<file path="src/rtl/pcs_rx_sync_monitor.sv">
// pcs_rx_sync_monitor
// 10GBASE-R receive block-sync and bit-error monitor. It sits between the RX
// gearbox and the descrambler. It hunts for 66b block alignment using the
// 2-bit sync header and asks the gearbox to slip on a bad header. It holds
// block lock with a programmable bad-header tolerance, and runs a windowed
// hi_ber detector together with saturating management counters.
//
// Ports
//   i_clk           RX user clock (single domain)
//   i_reset_n       async active-low reset; released synchronously inside
//   i_header        2-bit sync header from the gearbox
//   i_header_valid  i_header carries a new block header this cycle
//   i_block_error   decoder flagged this block; qualified by i_header_valid
//   i_clear_counts  synchronous clear of o_ber_count / o_err_count
//   o_slip          one-cycle gearbox slip request
//   o_block_lock    block lock achieved
//   o_hi_ber        high bit-error-rate condition
//   o_ber_count     saturating invalid-header count while locked
//   o_err_count     saturating errored-block count while locked
//
// state        | meaning
// -------------+---------------------------------------------------------
// ST_HUNT      | counting consecutive valid headers toward lock
// ST_SLIP_WAIT | gearbox settling after a slip; headers ignored
// ST_LOCKED    | aligned; bad headers tallied per LOCK_CNT-header window

module pcs_rx_sync_monitor #(
    parameter int LOCK_CNT      = 64,
    parameter int BAD_LIMIT     = 16,
    parameter int SLIP_WAIT     = 32,
    parameter int BER_WINDOW    = 40283,
    parameter int BER_LIMIT     = 16,
    parameter int ERR_CNT_WIDTH = 22
) (
    input  logic                     i_clk,
    input  logic                     i_reset_n,
    input  logic [1:0]               i_header,
    input  logic                     i_header_valid,
    input  logic                     i_block_error,
    input  logic                     i_clear_counts,
    output logic                     o_slip,
    output logic                     o_block_lock,
    output logic                     o_hi_ber,
    output logic [5:0]               o_ber_count,
    output logic [ERR_CNT_WIDTH-1:0] o_err_count
);

    localparam int SH_W  = $clog2(LOCK_CNT + 1);
    localparam int BAD_W = $clog2(BAD_LIMIT + 1);
    localparam int SW_W  = (SLIP_WAIT > 1) ? $clog2(SLIP_WAIT) : 1;
    localparam int BT_W  = (BER_WINDOW > 1) ? $clog2(BER_WINDOW) : 1;
    localparam int BW_W  = $clog2(BER_LIMIT + 1);

    localparam logic [SH_W-1:0]  C_LOCK_M1   = SH_W'(LOCK_CNT - 1);
    localparam logic [BAD_W-1:0] C_BAD_M1    = BAD_W'(BAD_LIMIT - 1);
    localparam logic [SW_W-1:0]  C_SLIP_LOAD = SW_W'(SLIP_WAIT - 1);
    localparam logic [BT_W-1:0]  C_BT_LOAD   = BT_W'(BER_WINDOW - 1);
    localparam logic [BW_W-1:0]  C_BER_LIM   = BW_W'(BER_LIMIT);

    typedef enum logic [1:0] {
        ST_HUNT      = 2'd0,
        ST_SLIP_WAIT = 2'd1,
        ST_LOCKED    = 2'd2
    } state_t;

    // Reset synchronizer: assertion reaches every flop at once, release is
    // aligned to i_clk so no flop sees a partial recovery edge.
    logic [1:0] r_rst_sync;
    logic       w_rst_n;

    always_ff @(posedge i_clk or negedge i_reset_n) begin
        if (!i_reset_n) begin
            r_rst_sync <= 2'b00;
        end else begin
            r_rst_sync <= {r_rst_sync[0], 1'b1};
        end
    end

    assign w_rst_n = r_rst_sync[1];

    state_t             r_state;
    state_t             w_state_nxt;
    logic [SH_W-1:0]    r_sh_cnt;
    logic [SH_W-1:0]    w_sh_cnt_nxt;
    logic [SH_W-1:0]    r_win_cnt;
    logic [SH_W-1:0]    w_win_cnt_nxt;
    logic [BAD_W-1:0]   r_bad_cnt;
    logic [BAD_W-1:0]   w_bad_cnt_nxt;
    logic [SW_W-1:0]    r_slip_tmr;
    logic [SW_W-1:0]    w_slip_tmr_nxt;
    logic               r_slip;
    logic               w_slip_nxt;
    logic               r_block_lock;
    logic               w_lock_nxt;
    logic               w_lose_lock;

    logic               w_hdr_bad;
    logic               w_hdr_good;

    assign w_hdr_bad  = i_header_valid & ~(i_header[1] ^ i_header[0]);
    assign w_hdr_good = i_header_valid &  (i_header[1] ^ i_header[0]);

    always_comb begin
        w_state_nxt    = r_state;
        w_sh_cnt_nxt   = r_sh_cnt;
        w_win_cnt_nxt  = r_win_cnt;
        w_bad_cnt_nxt  = r_bad_cnt;
        w_slip_tmr_nxt = r_slip_tmr;
        w_slip_nxt     = 1'b0;
        w_lock_nxt     = r_block_lock;
        w_lose_lock    = 1'b0;

        case (r_state)
            ST_HUNT: begin
                if (w_hdr_bad) begin
                    w_slip_nxt     = 1'b1;
                    w_sh_cnt_nxt   = '0;
                    w_slip_tmr_nxt = C_SLIP_LOAD;
                    w_state_nxt    = ST_SLIP_WAIT;
                end else if (w_hdr_good) begin
                    if (r_sh_cnt == C_LOCK_M1) begin
                        w_state_nxt   = ST_LOCKED;
                        w_lock_nxt    = 1'b1;
                        w_sh_cnt_nxt  = '0;
                        w_win_cnt_nxt = '0;
                        w_bad_cnt_nxt = '0;
                    end else begin
                        w_sh_cnt_nxt = r_sh_cnt + 1'b1;
                    end
                end
            end

            ST_SLIP_WAIT: begin
                if (r_slip_tmr == '0) begin
                    w_state_nxt  = ST_HUNT;
                    w_sh_cnt_nxt = '0;
                end else begin
                    w_slip_tmr_nxt = r_slip_tmr - 1'b1;
                end
            end

            ST_LOCKED: begin
                if (i_header_valid) begin
                    // Loss of lock is tested first so a BAD_LIMIT-th bad
                    // header that also closes the window still drops lock.
                    if (w_hdr_bad && (r_bad_cnt == C_BAD_M1)) begin
                        w_lose_lock    = 1'b1;
                        w_lock_nxt     = 1'b0;
                        w_slip_nxt     = 1'b1;
                        w_slip_tmr_nxt = C_SLIP_LOAD;
                        w_win_cnt_nxt  = '0;
                        w_bad_cnt_nxt  = '0;
                        w_state_nxt    = ST_SLIP_WAIT;
                    end else if (r_win_cnt == C_LOCK_M1) begin
                        w_win_cnt_nxt = '0;
                        w_bad_cnt_nxt = '0;
                    end else begin
                        w_win_cnt_nxt = r_win_cnt + 1'b1;
                        w_bad_cnt_nxt = r_bad_cnt + BAD_W'(w_hdr_bad);
                    end
                end
            end

            default: begin
                w_state_nxt = ST_HUNT;
            end
        endcase
    end

    always_ff @(posedge i_clk or negedge w_rst_n) begin
        if (!w_rst_n) begin
            r_state      <= ST_HUNT;
            r_sh_cnt     <= '0;
            r_win_cnt    <= '0;
            r_bad_cnt    <= '0;
            r_slip_tmr   <= '0;
            r_slip       <= 1'b0;
            r_block_lock <= 1'b0;
        end else begin
            r_state      <= w_state_nxt;
            r_sh_cnt     <= w_sh_cnt_nxt;
            r_win_cnt    <= w_win_cnt_nxt;
            r_bad_cnt    <= w_bad_cnt_nxt;
            r_slip_tmr   <= w_slip_tmr_nxt;
            r_slip       <= w_slip_nxt;
            r_block_lock <= w_lock_nxt;
        end
    end

    // hi_ber monitor. The window timer counts down from BER_WINDOW-1 and
    // wraps at zero; it idles at the load value whenever lock is absent, so
    // the first locked cycle is the first cycle of a fresh window.
    logic [BT_W-1:0] r_ber_tmr;
    logic [BW_W-1:0] r_ber_win;
    logic            r_hi_ber;
    logic            w_ber_wrap;
    logic [BW_W-1:0] w_ber_win_base;
    logic [BW_W-1:0] w_ber_win_nxt;
    logic            w_hi_ber_nxt;

    always_comb begin
        w_ber_wrap     = (r_ber_tmr == '0);
        // A bad header on the wrap cycle belongs to the new window.
        w_ber_win_base = w_ber_wrap ? '0 : r_ber_win;
        w_ber_win_nxt  = w_ber_win_base;
        if (w_hdr_bad && (w_ber_win_base != C_BER_LIM)) begin
            w_ber_win_nxt = w_ber_win_base + 1'b1;
        end
        w_hi_ber_nxt = r_hi_ber;
        if (w_ber_wrap && (r_ber_win != C_BER_LIM)) begin
            w_hi_ber_nxt = 1'b0;
        end
        if (w_ber_win_nxt == C_BER_LIM) begin
            w_hi_ber_nxt = 1'b1;
        end
    end

    always_ff @(posedge i_clk or negedge w_rst_n) begin
        if (!w_rst_n) begin
            r_ber_tmr <= C_BT_LOAD;
            r_ber_win <= '0;
            r_hi_ber  <= 1'b0;
        end else if ((r_state != ST_LOCKED) || w_lose_lock) begin
            r_ber_tmr <= C_BT_LOAD;
            r_ber_win <= '0;
            r_hi_ber  <= 1'b0;
        end else begin
            r_ber_tmr <= w_ber_wrap ? C_BT_LOAD : (r_ber_tmr - 1'b1);
            r_ber_win <= w_ber_win_nxt;
            r_hi_ber  <= w_hi_ber_nxt;
        end
    end

    // Management counters survive lock loss; only reset or clear zero them.
    logic [5:0]               r_ber_count;
    logic [ERR_CNT_WIDTH-1:0] r_err_count;

    always_ff @(posedge i_clk or negedge w_rst_n) begin
        if (!w_rst_n) begin
            r_ber_count <= '0;
            r_err_count <= '0;
        end else if (i_clear_counts) begin
            r_ber_count <= '0;
            r_err_count <= '0;
        end else if (r_state == ST_LOCKED) begin
            if (w_hdr_bad && (r_ber_count != '1)) begin
                r_ber_count <= r_ber_count + 1'b1;
            end
            if (i_header_valid && i_block_error && (r_err_count != '1)) begin
                r_err_count <= r_err_count + 1'b1;
            end
        end
    end

    assign o_slip       = r_slip;
    assign o_block_lock = r_block_lock;
    assign o_hi_ber     = r_hi_ber;
    assign o_ber_count  = r_ber_count;
    assign o_err_count  = r_err_count;

endmodule
</file>
<file path="config.mk">
export PLATFORM = sky130hd
export DESIGN_NAME = pcs_rx_sync_monitor
export DESIGN_NICKNAME = d
export VERILOG_FILES = /design/src/rtl/pcs_rx_sync_monitor.sv
export SDC_FILE = /design/constraint.sdc
export NUM_CORES = 1
export LEC_CHECK = 0
export CAP_MARGIN = 40
export CORE_ASPECT_RATIO = 0.9
export CORE_MARGIN = 4
export CORE_UTILIZATION = 52
export CTS_CLUSTER_SIZE = 8
export DETAILED_ROUTE_END_ITERATION = 12
export HOLD_SLACK_MARGIN = 0.03
export PLACE_DENSITY_LB_ADDON = 0.1
export SLEW_MARGIN = 15
export SYNTH_ARGS = -nofsm -noshare
export SYNTH_HDL_FRONTEND = slang
export SYNTH_SLANG_ARGS = --single-unit
export TNS_END_PERCENT = 100
</file>
<file path="constraint.sdc">
create_clock -name i_clk -period 2.5 [get_ports i_clk]
set_input_delay 0.375 -clock i_clk [delete_from_list [all_inputs] [get_ports i_clk]]
set_output_delay 0.375 -clock i_clk [all_outputs]
set_load 0.02 [all_outputs]
</file>
==> flow_metrics.env <==
export IMPL_ys_warn_count=0
export IMPL_placed_cells=577
export IMPL_die_area_um2=9170
export IMPL_clock_path_buffers=2
export IMPL_r2r_end="o_hi_ber$_DFFE_PN0P_"
export IMPL_clk_pin_slew_ns=0.08
export IMPL_fin_ws_ns=0.00185
export IMPL_ctsRootBufferMaster="clkbuf_8"
export IMPL_slew_headroom=0.554
export IMPL_ys_types=50
export IMPL_async_flop_share=1.00
export IMPL_worstPathRequired_ns=2.78
export IMPL_numCtsBuffers=9
export IMPL_start_util=0.533
export IMPL_rr_startpoint="r_ber_tmr[6]$_DFF_PN1_"
export IMPL_ir_drop_mv=0.324
export IMPL_crit_path_end_kind="flip-flop"
export IMPL_grt_max_degree=58
export IMPL_power_mw=2.76
export IMPL_cts_tree="done"
export IMPL_area_growth_pct=27.2
export IMPL_critical_path_class="flip-flop to flip-flop"
export IMPL_core_um2=7510
export IMPL_die_h_um=91.2
export IMPL_num_vias=3282
export IMPL_gr_total_overflow=0
export IMPL_synthesis_area_um2=4000
export IMPL_grt_pass1_vias=3337
export IMPL_hold_path_class="input port to asynchronous set/reset pin"
export IMPL_synthTopCellsByArea="dfrtp_1 44%, nor2_1 6.0%, dfstp_2 5.9%, xor2_1 5.5%, xnor2_1 4.4%"
export IMPL_synth_edf_count=0
export IMPL_synth_top_cell_by_area="dfrtp_1"
export IMPL_rsz0062_at_grt="yes"
export IMPL_dp_hpwl_um=6200
export IMPL_final_setup_viol_count=0
export IMPL_synth_top_flop_cell="dfrtp_1"
export IMPL_io_pins=38
export IMPL_antenna_found_initial=0
export IMPL_crit_fanout=4
export IMPL_worst_pin_slew_ns=0.666
export IMPL_rrSetupSlack_ns=0.002
export IMPL_outcome="finished, final reports clean"
export IMPL_clkLatencyLatePin_ns=0.35
export IMPL_final_core_util=0.678
export IMPL_place_gp_congestion=0.840
export IMPL_diodes=0
export IMPL_final_cell_mix="70 x dfrtp_1, 64 x nor2_1, 37 x nand2_1, 37 x clkdlybuf4s50_1, 35 x buf_4"
export IMPL_layout_nets=513
export IMPL_drv_slew=0
export IMPL_pre_cts_ws_ns=-0.0896
export IMPL_hold_viol=0
export IMPL_critPathArrivalTime_ns=2.78
export IMPL_numPortBuffers=37
export IMPL_p_leak_nw=2.15
export IMPL_drtAntennaViolNets=0
export IMPL_finalCriticalPeriod_ns=2.50
export IMPL_r2r_cells=11
export IMPL_detail_route_wl_per_cell_um=14.7
export IMPL_fin_skew_ns=0.0130
export IMPL_grt_pass1_wl_um=15300
export IMPL_setup_tns_ns=0
export IMPL_drc=0
export IMPL_layout_cells_non_filler=596
export IMPL_powerDensity_nw_per_um2=543
export IMPL_crit_path_start_kind="flip-flop"
export IMPL_fin_crit_sh=0.999
export IMPL_grt_use_total=0.207
export IMPL_htree_levels=3
export IMPL_syn_avg_cell_area_um2=9.58
export IMPL_max_freq_ghz=0.400
export IMPL_viasPerCell=5.51
export IMPL_die_x_um=100
export IMPL_wl_um=8770
export IMPL_drive_gt1_frac=0.178
export IMPL_dr_pass1_iters=4
export IMPL_syn_nets=436
export IMPL_synthCells=418
export IMPL_synth_seq_cells=80
export IMPL_final_common_cell="dfrtp_1"
export IMPL_synth_top_area_frac=0.444
export IMPL_rows=30
export IMPL_seq_area_frac_synth=0.503
export IMPL_drt_iter0_markers=157
export IMPL_max_cap_viol_count=0
export IMPL_cts_num_sinks=80
export IMPL_crit_start="r_ber_tmr[6]$_DFF_PN1_"
## synthesized netlist by cell type (all sizes together) (2+ instances only)
master and instances:
or3 12, and2 2, or2 4, nor3 13, a31o 2, o211ai 2, mux2 2, nand4 15
inv 12, or4 4, ha 11, xnor2 20, xor2 25, nor4b 2, o31ai 3, and3 7
buf 2, nand2b 6, a22o 4, o21a 2, nor4 7, dfstp 9, nor2b 4, nor2 64
nand2 40, a31oi 3, clkbuf 6, dfrtp 71, a21oi 18, o21ai 20, nand3 14
## per-layer routing
metal	GRT usage	up-vias	share of wire
li1	-	1605	-
met1	0.282	1602	0.48
met2	0.320	64	0.47
met3	0.0637	11	0.041
met4	0.0595	0	0.012
met5	0	-	0
## per-stage QoR
step / instance area [um^2] / hold WS, ns
floorplan: 4040 / 0.0794
global placement: 4750 / 0.341
detailed placement: 4780 / 0.223
CTS: 5040 / 0.172
global route: 5090 / 0.171
finish: 5090 / 0.187
## cells by family after synthesis
family          count (synthesis)  share of synthesized area
simple gates                  198                      0.246
flops                          80                      0.503
compound gates                 60                     0.0900
xor+xnor                       45                     0.0985
buf+inv                        20                     0.0191
fa+ha+maj                      11                     0.0344
mux                             3                    0.00813
other cells                     1                   0.000937
## critical path, stage by stage (launching register included)
cell	delay (ns)
dfstp_2	0.37
or4_4	0.54
nor4b_4	0.26
nand2_2	0.12
and2_4	0.20
ha_4	0.15
nand2_2	0.06
nor3_2	0.04
xnor2_1	0.13
nand3b_1	0.18
a311oi_2	0.20
a31o_1	0.18
## flip-flops by register name, indices dropped and copies added (netlist names)
name          cells
o_ber_count       6
r_slip_tmr        5
o_block_lock      1
o_err_count      22
r_state           2
r_ber_tmr        16
r_bad_cnt         5
r_ber_win         5
o_hi_ber          1
r_rst_sync        2
r_sh_cnt          7
o_slip            1
r_win_cnt         7
## what timing repair did
action / CTS / global route
endpoints found under the setup margin: 2 / 3
resized for setup: 6 / 9
pin swaps: 9 / 3
setup buffers: 2 / 1
hold buffers: 0 / 0
## area by class of cell
cell class                      instances  area (um^2)
Multi-Input combinational cell        318         2010
Inverter                               12         47.5
Clock inverter                          3         65.1
Tap cell                               96          120
Timing Repair Buffer                   74          672
Sequential cell                        80         2020
Fill cell                             632         2420
Clock buffer                           13          159
## power by group
group / switching, mW / total, mW / internal (mW) / leakage [nW]
sequential: 0.0646 / 1.42 / 1.36 / 1.06
clock: 0.448 / 1.06 / 0.617 / 0.114
combinational: 0.153 / 0.279 / 0.126 / 0.973
## worst max path at each step
| stage | endpoint | slack (ns) |
|---|---|---|
| after CTS | o_hi_ber$_DFFE_PN0P_ | -0.005 |
| after global placement | o_hi_ber$_DFFE_PN0P_ | -0.02 |
| after detailed placement | o_hi_ber$_DFFE_PN0P_ | -0.09 |
| final | o_hi_ber$_DFFE_PN0P_ | 0.002 |
| after global routing | o_hi_ber$_DFFE_PN0P_ | -0.12 |
| after floorplan | o_hi_ber$_DFFE_PN0P_ | -0.14 |
Note: power is estimated with default switching activity, not from simulation.
